**src/rtl/simon_pkg.sv**
```systemverilog
// Shared types and helpers for the Simon Says game sequencer.
package simon_pkg;

   typedef enum logic [2:0] {
      IDLE     = 3'd0,
      CLEAR    = 3'd1,
      PLAYBACK = 3'd2,
      INPUT    = 3'd3,
      WIN      = 3'd4,
      LOSE     = 3'd5
   } state_t;

   localparam logic [3:0] LEVEL_OFF = 4'd15;

   typedef struct packed {
      logic       valid;
      logic [1:0] idx;
   } btn_dec_t;

   // Only a single pressed button yields a valid colour index.
   function automatic btn_dec_t decode_buttons(input logic [3:0] b);
      btn_dec_t d;
      d.valid = 1'b1;
      d.idx   = 2'd0;
      case (b)
         4'b0001: d.idx = 2'd0;
         4'b0010: d.idx = 2'd1;
         4'b0100: d.idx = 2'd2;
         4'b1000: d.idx = 2'd3;
         default: d.valid = 1'b0;
      endcase
      return d;
   endfunction

endpackage

```
**src/rtl/edge_detect.sv**
```systemverilog
// Rising-edge detector: registers the previous sample, flags 0->1 transitions.
module edge_detect #(
   parameter int WIDTH = 1
) (
   input  logic             clk,
   input  logic             rst_n,
   input  logic [WIDTH-1:0] sig,
   output logic [WIDTH-1:0] rise
);

   logic [WIDTH-1:0] sig_q_r;

   // History of the input, updated every cycle regardless of consumer state.
   always_ff @(posedge clk or negedge rst_n) begin
      if (!rst_n) begin
         sig_q_r <= {WIDTH{1'b0}};
      end else begin
         sig_q_r <= sig;
      end
   end

   assign rise = sig & ~sig_q_r;

endmodule

```
**src/rtl/simon_game_ctrl.sv**
```systemverilog
// Simon Says game sequencer: drives the blinker, checks player entry against
// the sequence memory, and tracks level/score through to WIN or LOSE.
module simon_game_ctrl
   import simon_pkg::*;
#(
   parameter int unsigned ms            = 1_000_000,
   parameter int unsigned TIMEOUT_UNITS = 250,
   parameter int unsigned MAX_LEVEL     = 9
) (
   input  logic       clk,
   input  logic       reset,
   input  logic       start,
   input  logic [3:0] buttons,
   input  logic       blink_done,
   input  logic [3:0] blink_count,
   input  logic [1:0] mem_data,
   output logic       on_off,
   output logic [3:0] level,
   output logic [3:0] mem_addr,
   output logic [3:0] score,
   output logic       win,
   output logic       lose
);

   localparam logic [31:0] TIMEOUT_LAST = 32'(TIMEOUT_UNITS * ms - 32'd1);
   localparam logic [3:0]  MAX_LEVEL_L  = 4'(MAX_LEVEL);

   state_t      state_r;
   logic [3:0]  level_r;
   logic [3:0]  score_r;
   logic [3:0]  index_r;
   logic [31:0] timer_r;
   logic        on_off_r;
   logic        win_r;
   logic        lose_r;

   logic        start_rise_s;
   logic        press_s;
   logic        btn_any_s;
   btn_dec_t    dec_s;
   logic        match_s;
   logic        last_s;

   assign btn_any_s = |buttons;

   edge_detect #(.WIDTH(1)) u_start_edge (
      .clk   (clk),
      .rst_n (reset),
      .sig   (start),
      .rise  (start_rise_s)
   );

   // A press only registers when all buttons were released the cycle before.
   edge_detect #(.WIDTH(1)) u_press_edge (
      .clk   (clk),
      .rst_n (reset),
      .sig   (btn_any_s),
      .rise  (press_s)
   );

   assign dec_s   = decode_buttons(buttons);
   assign match_s = dec_s.valid && (dec_s.idx == mem_data);
   assign last_s  = (index_r == (level_r - 4'd1));

   assign mem_addr = (state_r == PLAYBACK) ? blink_count : index_r;
   assign on_off   = on_off_r;
   assign level    = level_r;
   assign score    = score_r;
   assign win      = win_r;
   assign lose     = lose_r;

   // Game FSM with registered outputs.
   always_ff @(posedge clk or negedge reset) begin
      if (!reset) begin
         state_r  <= IDLE;
         level_r  <= LEVEL_OFF;
         score_r  <= 4'd0;
         index_r  <= 4'd0;
         timer_r  <= 32'd0;
         on_off_r <= 1'b0;
         win_r    <= 1'b0;
         lose_r   <= 1'b0;
      end else begin
         case (state_r)
            IDLE: begin
               on_off_r <= 1'b0;
               level_r  <= LEVEL_OFF;
               if (start_rise_s) begin
                  state_r <= CLEAR;
                  level_r <= 4'd1;
                  score_r <= 4'd0;
               end
            end
            // One idle cycle lets the blinker flush its count and done.
            CLEAR: begin
               on_off_r <= 1'b1;
               state_r  <= PLAYBACK;
            end
            PLAYBACK: begin
               if (blink_done) begin
                  state_r  <= INPUT;
                  on_off_r <= 1'b0;
                  index_r  <= 4'd0;
                  timer_r  <= 32'd0;
               end
            end
            INPUT: begin
               if (press_s) begin
                  if (!match_s) begin
                     state_r <= LOSE;
                     lose_r  <= 1'b1;
                     level_r <= LEVEL_OFF;
                  end else if (!last_s) begin
                     index_r <= index_r + 4'd1;
                     timer_r <= 32'd0;
                  end else if (level_r == MAX_LEVEL_L) begin
                     state_r <= WIN;
                     win_r   <= 1'b1;
                     score_r <= level_r;
                     level_r <= LEVEL_OFF;
                  end else begin
                     state_r <= CLEAR;
                     score_r <= level_r;
                     level_r <= level_r + 4'd1;
                  end
               end else if (timer_r == TIMEOUT_LAST) begin
                  state_r <= LOSE;
                  lose_r  <= 1'b1;
                  level_r <= LEVEL_OFF;
               end else begin
                  timer_r <= timer_r + 32'd1;
               end
            end
            WIN, LOSE: begin
               on_off_r <= 1'b0;
               if (start_rise_s) begin
                  state_r <= CLEAR;
                  level_r <= 4'd1;
                  score_r <= 4'd0;
                  win_r   <= 1'b0;
                  lose_r  <= 1'b0;
               end
            end
            default: begin
               state_r  <= IDLE;
               level_r  <= LEVEL_OFF;
               on_off_r <= 1'b0;
            end
         endcase
      end
   end

endmodule

```
**config.mk**
```make
export PLATFORM = sky130hd
export DESIGN_NAME = simon_game_ctrl
export DESIGN_NICKNAME = d
export VERILOG_FILES = /design/src/rtl/simon_pkg.sv /design/src/rtl/edge_detect.sv /design/src/rtl/simon_game_ctrl.sv
export SDC_FILE = /design/constraint.sdc
export NUM_CORES = 1
export LEC_CHECK = 0
export CORE_MARGIN = 2
export CORE_UTILIZATION = 58
export DETAILED_ROUTE_END_ITERATION = 8
export PLACE_DENSITY_LB_ADDON = 0.05
export RECOVER_POWER = 50
export SETUP_SLACK_MARGIN = 0.5
export SLEW_MARGIN = 20
export SYNTH_ARGS = -nofsm -noshare
export SYNTH_HDL_FRONTEND = slang
export SYNTH_SLANG_ARGS = --single-unit
```
**constraint.sdc**
```tcl
create_clock -name clk -period 3.6 [get_ports clk]
set_clock_uncertainty 0.15 [all_clocks]
set_input_delay 0.72 -clock clk [delete_from_list [all_inputs] [get_ports clk]]
set_output_delay 0.72 -clock clk [all_outputs]
set_load 0.1 [all_outputs]
```
==> results of run 1 <==
==> worst register-to-register path: stages (launching register included) <==
cell and delay, ps:
dfrtp_1 420, or4b_1 560, or4_1 500, o31a_1 310, nor3_1 380, mux2_2 380
==> state kept, by name (all words and copies together) (netlist names), 3 cells and up <==
| name | count |
|---|---|
| timer_r | 32 |
| level | 4 |
| score | 4 |
| index_r | 4 |
| state_r | 3 |
==> layout make-up <==
cell class,instances,area (µm²),area share
Tap cell,72,90.1,0.0236
Sequential cell,52,1310,0.343
Timing Repair Buffer,44,379,0.0994
Clock buffer,7,96.3,0.0253
Clock inverter,1,30.0,0.00787
Multi-Input combinational cell,277,1840,0.483
Inverter,18,67.6,0.0177
==> through the flow <==
stage          instances  power (W)
2_1_floorplan        365    0.00172
3_5_place_dp         461    0.00206
3_3_place_gp         461    0.00204
4_1_cts              469    0.00251
6_report             471    0.00250
5_1_grt              471    0.00263
==> kinds of logic (layout without fill, tap and decap cells) <==
group,count (synthesis),count (layout),synth area share
compound gates,89,89,0.192
simple gates,155,155,0.253
fa+ha+maj,5,5,0.0193
mux,10,10,0.0328
xor+xnor,18,18,0.0529
flops,52,52,0.403
buf+inv,36,70,0.0463
==> repair_timing <==
| item | in CTS | in global routing |
|---|---|---|
| resized for setup | 5 | 14 |
| buffers inserted | 0 | 2 |
| hold endpoints to repair | 0 | 0 |
| pin swaps | 0 | 2 |
| setup endpoints to repair | 20 | 29 |
==> final timing paths <==
path | startpoint | endpoint | slack [ps] | depth (start not counted)
hold / removal | score[1] | score[1] | 380 | 2
setup / recovery | buttons[3] | state_r[0] | 580 | 7
hold reg to reg | score[1] | score[1] | 380 | 2
max in group asynchronous | reset | timer_r[11] | 1910 | 2
min in group asynchronous | reset | score[2] | 610 | 2
setup reg to reg | timer_r[20] | state_r[0] | 810 | 5
==> report_power, final <==
group / leakage [nW] / switching [W] / internal (W) / total, W
Sequential: 0.676 / 0.0000991 / 0.000678 / 0.000777
Clock: 0.0645 / 0.000190 / 0.000245 / 0.000436
Combinational: 0.777 / 0.000926 / 0.000359 / 0.00129
Total: 1.52 / 0.00122 / 0.00128 / 0.00250
==> layer usage <==
metal	track usage	vias up	share of wire
met1	0.394	1468	0.46
met5	0	-	0
met4	0.0737	0	0.013
met2	0.408	121	0.46
met3	0.0364	14	0.068
li1	-	1423	-
==> cells in the final DEF (no fill, tap or decap), types with 8 or more instances in the layout <==
master,Yosys,routed
nand2_1,32,32
nand4_1,9,9
or4_1,14,14
o21ai_0,15,14
nand3_1,20,20
buf_4,0,17
nor2_1,34,33
xnor2_1,15,15
o31ai_1,15,15
nor3_1,9,8
a21oi_1,22,21
dfrtp_1,48,48
clkdlybuf4s50_1,0,13
inv_1,18,18
==> impl_metrics.csv, run 1 <==
group,metric,value,unit
setup_path,arrival,3070,ps
detailed_routing,vias,3026,
clock_tree,cts_buffer_depth,2,
setup_path,cp_common_cell,"nor3_1",
floorplan,core_area,5440,µm²
yosys,syn_nets,384,
setup_path,max_stage_delay,500,ps
yosys,postSynth.asyncResetShare,1.00,
timing,timing.final.crit_share,0.838,
outcome,outcome,"finished clean",
final_layout,final_nets,417,
setup_path,path_class,"in2reg",
setup_path,worstPathMaxFanout,7,
clock_tree,cts_tree,"built",
yosys,yosysMostFrequentCell,"dfrtp_1",
worst_hold_path,hp-class,"reg2reg",
global_routing,grt_pass1_wl,13100,µm
yosys,netlist_area,3240,µm²
yosys,synth.avg_cell_area,8.87,µm²
clock_tree,htree_levels,2,
final_layout,diodes,0,
power_and_ir_drop,p_leak,1.52,nW
global_routing,grt_usage,0.265,
place,hpwl,5590,µm
final_layout,area_growth,17.8,%
timing,hold_ws,377,ps
timing,drv_slew,0,
final_layout,post-route-util,0.701,
detailed_routing,ant_nets,0,
yosys,seq_area_frac_synth,0.403,
flow_run,max_cap_violations,0,
global_routing,grt_max_degree,53,
yosys,synth_area_leader_cell,"dfrtp_1",
timing,worst_slack,582,ps
detailed_routing,via_per_inst,6.42,
timing,setup_viol,0,
power_and_ir_drop,powerDensity,655,nW/µm²
yosys,ys.flop_type,"dfrtp_1",
floorplan,start_util,0.596,
timing,maxSlewHeadroom,0.147,
timing,rsz0062_at_grt,"false",
detailed_routing,dr.pass1.iters,5,
power_and_ir_drop,max-vdd-ir-drop,0.442,mV
clock_tree,cts_root_buf,"clkbuf_8",
global_routing,gr-total-overflow,0,
clock_tree,cts_buffers,5,
detailed_routing,drc_errors,0,
final_layout,stdcell_area,3810,µm²
place,preCtsSetupSlack,43.2,ps
timing,hold_violations,0,
yosys,ys_ff_latch,52,
timing,tightestPinTransition,1280,ps
yosys,synthCells,365,
detailed_routing,drt_iter0_drc,264,
place,place_congestion,0.890,
setup_path,required,3650,ps
detailed_routing,wl_per_cell,17.0,µm
setup_path,cpMaxStageDelayCell,"clkdlybuf4s50_1",
setup_path,critPathTopFamily,"simple AND/OR/NAND/NOR gates",
detailed_routing,wirelength,7990,µm
floorplan,io_pins,29,
global_routing,grt_pass1_vias,2741,
yosys,synth.area.top_cells,"dfrtp_1 37%, xnor2_1 4.1%, nor2_1 3.9%, nand2_1 3.7%, o31ai_1 3.5%",
timing,period_needed,3020,ps
timing,fmax,0.331,GHz
clock_tree,worstSkewPairLatency,310,ps
setup_path,startpoint_type,"input pin",
final_layout,drive_gt1_frac,0.140,
final_layout,n_fill_cell,408,
setup_path,worst-path-buf-inv,2,
global_routing,grt_antenna_before_repair,0,
yosys,synth_commonest_cells,"48 x dfrtp_1, 34 x nor2_1, 32 x nand2_1",
floorplan,rows,27,
yosys,synth_enable_flop_cells,0,
setup_path,cp-end-kind,"flip-flop",
yosys,yosysUniqueCellTypes,53,
place,port-buffer-count,28,
clock_tree,clkSlewWorstSetupHoldPaths,90,ps
clock_tree,hold_buffers,0,
floorplan,die_y,78.7,µm
yosys,yosysWarnings,0,
floorplan,die_area,6200,µm²
timing,final.setup.tns,0,ps
place,place_area,3640,µm²
clock_tree,clock_sinks,52,
setup_path,path_cells,"clkdlybuf4s50_1 -> nor4_1 -> inv_1 -> o211ai_1 -> nor3_1 -> nor3_1 -> mux2_2",
floorplan,die_w,78.7,µm
yosys,yosysTopAreaCellShare,0.371,
Note: power is estimated with default switching activity, not from simulation.
==> run 2, diff against run 1 <==
- clock period: 3.6 -> 2.97 ns (I/O delays scaled with it)
==> impl_metrics.csv, run 2 (same netlist as run 1, synthesis figures left out) <==
group,metric,value,unit
clock_tree,clkSlewWorstSetupHoldPaths,90,ps
place,place_area,3950,µm²
final_layout,post-route-util,0.851,
timing,drv_slew,0,
final_layout,largest_register_ffs,32,
setup_path,required,3060,ps
timing,fmax,0.375,GHz
clock_tree,htree_levels,2,
global_routing,gr-total-overflow,0,
setup_path,reg2reg_slack,310,ps
setup_path,critPathTopFamily,"simple AND/OR/NAND/NOR gates",
timing,period_needed,2660,ps
power_and_ir_drop,max-vdd-ir-drop,0.661,mV
clock_tree,cts_buffer_depth,2,
setup_path,max_stage_delay,500,ps
setup_path,worst-path-buf-inv,2,
place,port-buffer-count,28,
timing,final.setup.tns,0,ps
timing,rsz0062_at_grt,"true",
setup_path,cp-end-kind,"flip-flop",
global_routing,grt_antenna_before_repair,0,
timing,worst_slack,306,ps
setup_path,path_class,"reg2reg",
setup_path,path_cells,"buf_4 -> nor3_1 -> xnor2_2 -> o22ai_4 -> a21o_4 -> buf_4 -> or4_1 -> a21oi_1",
flow_run,max_cap_violations,0,
floorplan,die_w,78.7,µm
detailed_routing,ant_nets,0,
final_layout,layout_common_cells,"71 x buf_4, 46 x dfrtp_1, 31 x nand2_1, 30 x nor2_1, 18 x nand3_1",
power_and_ir_drop,p_seq_frac,0.266,
setup_path,arrival,2760,ps
global_routing,grt_max_degree,29,
setup_path,cpMaxStageDelayCell,"dfstp_4",
final_layout,finalNonFillerCells,531,
power_and_ir_drop,p_leak,1.84,nW
clock_tree,cts_root_buf,"clkbuf_8",
final_layout,area_growth,42.9,%
detailed_routing,wirelength,11100,µm
place,place_congestion,0.914,
final_layout,top_register,"timer_r",
global_routing,grt_pass1_wl,15300,µm
detailed_routing,drt_iter0_drc,356,
detailed_routing,vias,3530,
final_layout,stdcell_area,4630,µm²
clock_tree,clock_sinks,52,
power_and_ir_drop,netSwitchingFraction,0.484,
timing,maxSlewHeadroom,0.0774,
final_layout,drive_gt1_frac,0.355,
timing,timing.final.crit_share,0.897,
floorplan,io_pins,29,
setup_path,cp_common_cell,"buf_4",
floorplan,start_util,0.596,
power_and_ir_drop,powerDensity,774,nW/µm²
setup_path,startpoint_type,"flip-flop",
setup_path,worstPathMaxFanout,8,
detailed_routing,dr.pass1.iters,5,
final_layout,final_nets,477,
clock_tree,cts_tree,"built",
floorplan,core_area,5440,µm²
detailed_routing,wl_per_cell,20.9,µm
global_routing,grt_pass1_vias,3059,
outcome,outcome,"finished clean",
detailed_routing,drc_errors,0,
timing,hold_violations,0,
global_routing,grt_usage,0.311,
power_and_ir_drop,p_clk_frac,0.121,
floorplan,die_y,78.7,µm
place,preCtsSetupSlack,-273,ps
timing,setup_viol,0,
place,place_inst,490,
clock_tree,cts_buffers,5,
power_and_ir_drop,p_switching,0.00173,W
place,hpwl,5990,µm
clock_tree,worstSkewPairLatency,320,ps
floorplan,die_area,6200,µm²
floorplan,rows,27,
final_layout,n_fill_cell,289,
clock_tree,hold_buffers,0,
detailed_routing,via_per_inst,6.65,
final_layout,final_common_cell,"buf_4",
power_and_ir_drop,internal_power,0.00185,W
worst_hold_path,hp-class,"reg2reg",
timing,tightestPinTransition,1380,ps
power_and_ir_drop,comb_power_share,0.612,
final_layout,diodes,0,
## run 2: layer usage
layer  vias up  track usage  wire length, µm
met5         -            0                0
met4         0       0.0860              430
met3        50       0.0455              931
met2       235        0.511             5450
met1      1710        0.431             4310
li1       1535            -                -
## run 2: tightest hold or removal path, cell delays in order (launching register included)
cell and delay [ps]:
dfrtp_1 390, inv_1 50, mux2i_1 50
## run 2: area by class of cell
cell class,instances,area [µm²],share of cell area
clock buffer,8,90.1,0.0195
timing repair buffer,104,907,0.196
multi-input combinational,277,2150,0.465
tap,72,90.1,0.0195
sequential,52,1320,0.285
inverter,18,70.1,0.0151
## run 2: worst paths after layout
path | from | endpoint | depth (start not counted)
setup / recovery | level[2] | timer_r[7] | 8
hold / removal | score[0] | score[0] | 2
setup reg to reg | level[2] | timer_r[7] | 8
hold reg to reg | score[0] | score[0] | 2
max in group asynchronous | reset | state_r[2] | 2
min in group asynchronous | reset | score[0] | 1
## run 2: power by group through the flow
stage          sequential, W  combinational [W]  clock [W]
3_3_place_gp        0.000952            0.00172          0
2_1_floorplan        0.00129           0.000838          0
4_1_cts             0.000942            0.00194   0.000434
3_5_place_dp        0.000959            0.00174          0
6_report            0.000954            0.00219   0.000434
5_1_grt             0.000967            0.00229   0.000458
## run 2: repair_timing
action / in CTS / in global routing
pin swaps: 16 / 19
setup endpoints to repair: 52 / 49
gates resized for setup: 51 / 47
setup buffers: 17 / 14
gates cloned: 0 / 2
## run 2: metrics by stage
step                      total power, W  hold WS, ps
final                            0.00358          377
after global placement           0.00267          357
after global routing             0.00371          418
after floorplan                  0.00212          148
after detailed placement         0.00270          369
after CTS                        0.00332          146
==> RTL change, RTL diff (config.mk and constraints of run 2) <==
Encoding of `state_t`: now one-hot (6 bits for 6 states).
--- a/src/rtl/simon_pkg.sv
+++ b/src/rtl/simon_pkg.sv
@@ -2,11 +2,11 @@
 package simon_pkg;
 
-   typedef enum logic [2:0] {
-      IDLE     = 3'd0,
-      CLEAR    = 3'd1,
-      PLAYBACK = 3'd2,
-      INPUT    = 3'd3,
-      WIN      = 3'd4,
-      LOSE     = 3'd5
+   typedef enum logic [5:0] {
+      IDLE     = 6'b000001,
+      CLEAR    = 6'b000010,
+      PLAYBACK = 6'b000100,
+      INPUT    = 6'b001000,
+      WIN      = 6'b010000,
+      LOSE     = 6'b100000
    } state_t;
 
Behaviour: no difference found for any inputs over 10 cycles, from zero or initial values and one cycle with reset low; not proved beyond that.
==> RTL change against run 2 <==
Sequential cell count up 3; worst setup slack worse by 0.17 ns; total power is 6.9% lower; combinational power down 27%; final area rose by 1.3%; first-iteration DRC count up 23%; synthesized area rose by 5.6%; wire length fell by 1.1%; die area grew 5.3%; worst hold slack got worse by 0.014 ns; critical path depth down 1; sequential share of layout area up 1.3 points; critical endpoint is now timer_r[9]$_DFFE_PN0P_; largest cell class unchanged.
==> RTL change: results (changes against run 2) <==
- Outcome: finished, final reports clean (unchanged).
* Maximum number of pins on one net before global-route repair: 56 (was 29)
- The wire length on met3 is 1.02 mm (was 931 um).
- The post-CTS setup buffer count is 20 (was 17).
- The first element of the critical path is timer_r[29]$_DFFE_PN0P_ (was level[2]$_DFFE_PN1P_).
- Seq pwr share: 34.8% (was 26.6%)
* Worst-case vdd ir drop: 877 uV (was 661 uV)
- The total length of routed met2 wires is 5.14 mm (was 5.45 mm).
- Xor-xnor portion of the synthesized cell area: 2.30% (was 5.29%)
- Final routed wire length divided by cell count: 20.7 um (was 20.9 um)
- The net switching power of the design came to 0.00149 W (was 0.00173 W).
* P_seq: 0.00116 W (was 0.000954 W)
- The routed length on met1 is 4.36 mm (was 4.31 mm).
- Fraction of met1 tracks used by global routing: 44.0% (was 43.1%)
- The launch point of the worst hold path is lose$_DFFE_PN0P_ (was score[0]$_DFFE_PN0P_).
- The minimum setup slack after placement is -0.238 ns (was -0.273 ns).
* Comb power frac: 48.0% (was 61.2%)
- The fill cell instance count of the final layout came to 324 (was 289).
* Final estimated routing congestion in global placement: 0.895 (was 0.914)
- Fraction of met2 tracks used by global routing: 46.4% (was 51.1%)
- The number of gates resized after CTS is 32 (was 51).
- Area fraction in compound gates after synthesis: 17.8% (was 19.2%)
- The via-per-instance ratio was 6.87 (was 6.65).
- The number of instances in the placed design was 486 (was 490).
- The worst-path cell with the longest stage delay is or4_4 (was dfstp_4).
* Synth area leaders: dfrtp_1 (37%), a21oi_1 (5.0%), dfstp_2 (3.8%), o21ai_0 (3.8%), o31ai_1 (3.5%) (was dfrtp_1 (37%), xnor2_1 (4.1%), nor2_1 (3.9%), nand2_1 (3.7%), o31ai_1 (3.5%))
* Post-synth top cells: dfrtp_1 (50), a21oi_1 (34), nand2_1 (30) (was dfrtp_1 (48), nor2_1 (34), nand2_1 (32))
* Adder-cell area share of the yosys netlist: 1.83% (was 1.93%)
- The worst slew slack as a fraction of its limit is 4.98% (was 7.74%).
- The initial DRC count came to 437 (was 356).
- Share of synthesized area occupied by flip-flops and latches: 40.4% (was 40.3%)
- Post-placement cell area: 3990 um2 (was 3950 um2)
- Biggest fanout along the worst timing path: 18 (was 8)
- Fraction of layout cells with a size suffix above 1: 37.0% (was 35.5%)
- Sum of net half-perimeters after detailed placement: 5.75 mm (was 5.99 mm)
- The met3 capacity usage during global routing is 6.33% (was 4.55%).
* Mux share of post-synthesis cell area: 4.10% (was 3.28%)
* Global-route total usage across every layer: 30.8% (was 31.1%)
[RTL change: cell count changes in the layout (fill, tap and decap cells not counted), moves of 5 or more]
| cell | change |
|---|---|
| nor2_1 | -18 |
| o21ai_0 | +10 |
| xnor2_1 | -11 |
| nor3_1 | +5 |
| or3_1 | +6 |
| a21oi_1 | +5 |
| buf_6 | +5 |
| buf_4 | -16 |
| a211oi_2 | -5 |
| a2111oi_4 | -5 |
| and3_1 | +5 |
| or4_2 | +6 |
| a21oi_2 | +10 |
[RTL change: cell type report]
| type | instances | area, um2 | share of cell area (%) |
|---|---|---|---|
| inverter | 13 | 51.3 | 1.09 |
| timing repair buffer | 93 | 820 | 17.5 |
| tap | 72 | 90.1 | 1.92 |
| sequential | 55 | 1400 | 29.8 |
| multi-input combinational | 290 | 2200 | 46.9 |
| clock inverter | 1 | 30.0 | 0.641 |
| clock buffer | 7 | 97.6 | 2.08 |
[RTL change: worst register-to-register path, cell delays in order, from the launching register on]
cell,delay (ns)
dfrtp_1,0.42
or4_4,0.56
or3_1,0.40
or4_4,0.55
nor4_4,0.22
buf_12,0.19
nor4_1,0.07
o22a_1,0.16
[RTL change: path summary, 6_finish.rpt]
check                      cells after the start  slack [ns]                      end
hold reg to reg                                1        0.36         lose$_DFFE_PN0P_
hold / removal                                 1        0.36         lose$_DFFE_PN0P_
max in group asynchronous                      2        1.20   state_r[4]$_DFFE_PN0P_
setup reg to reg                               7        0.13   timer_r[9]$_DFFE_PN0P_
setup / recovery                               7        0.13   timer_r[9]$_DFFE_PN0P_
min in group asynchronous                      2        0.53  timer_r[13]$_DFFE_PN0P_
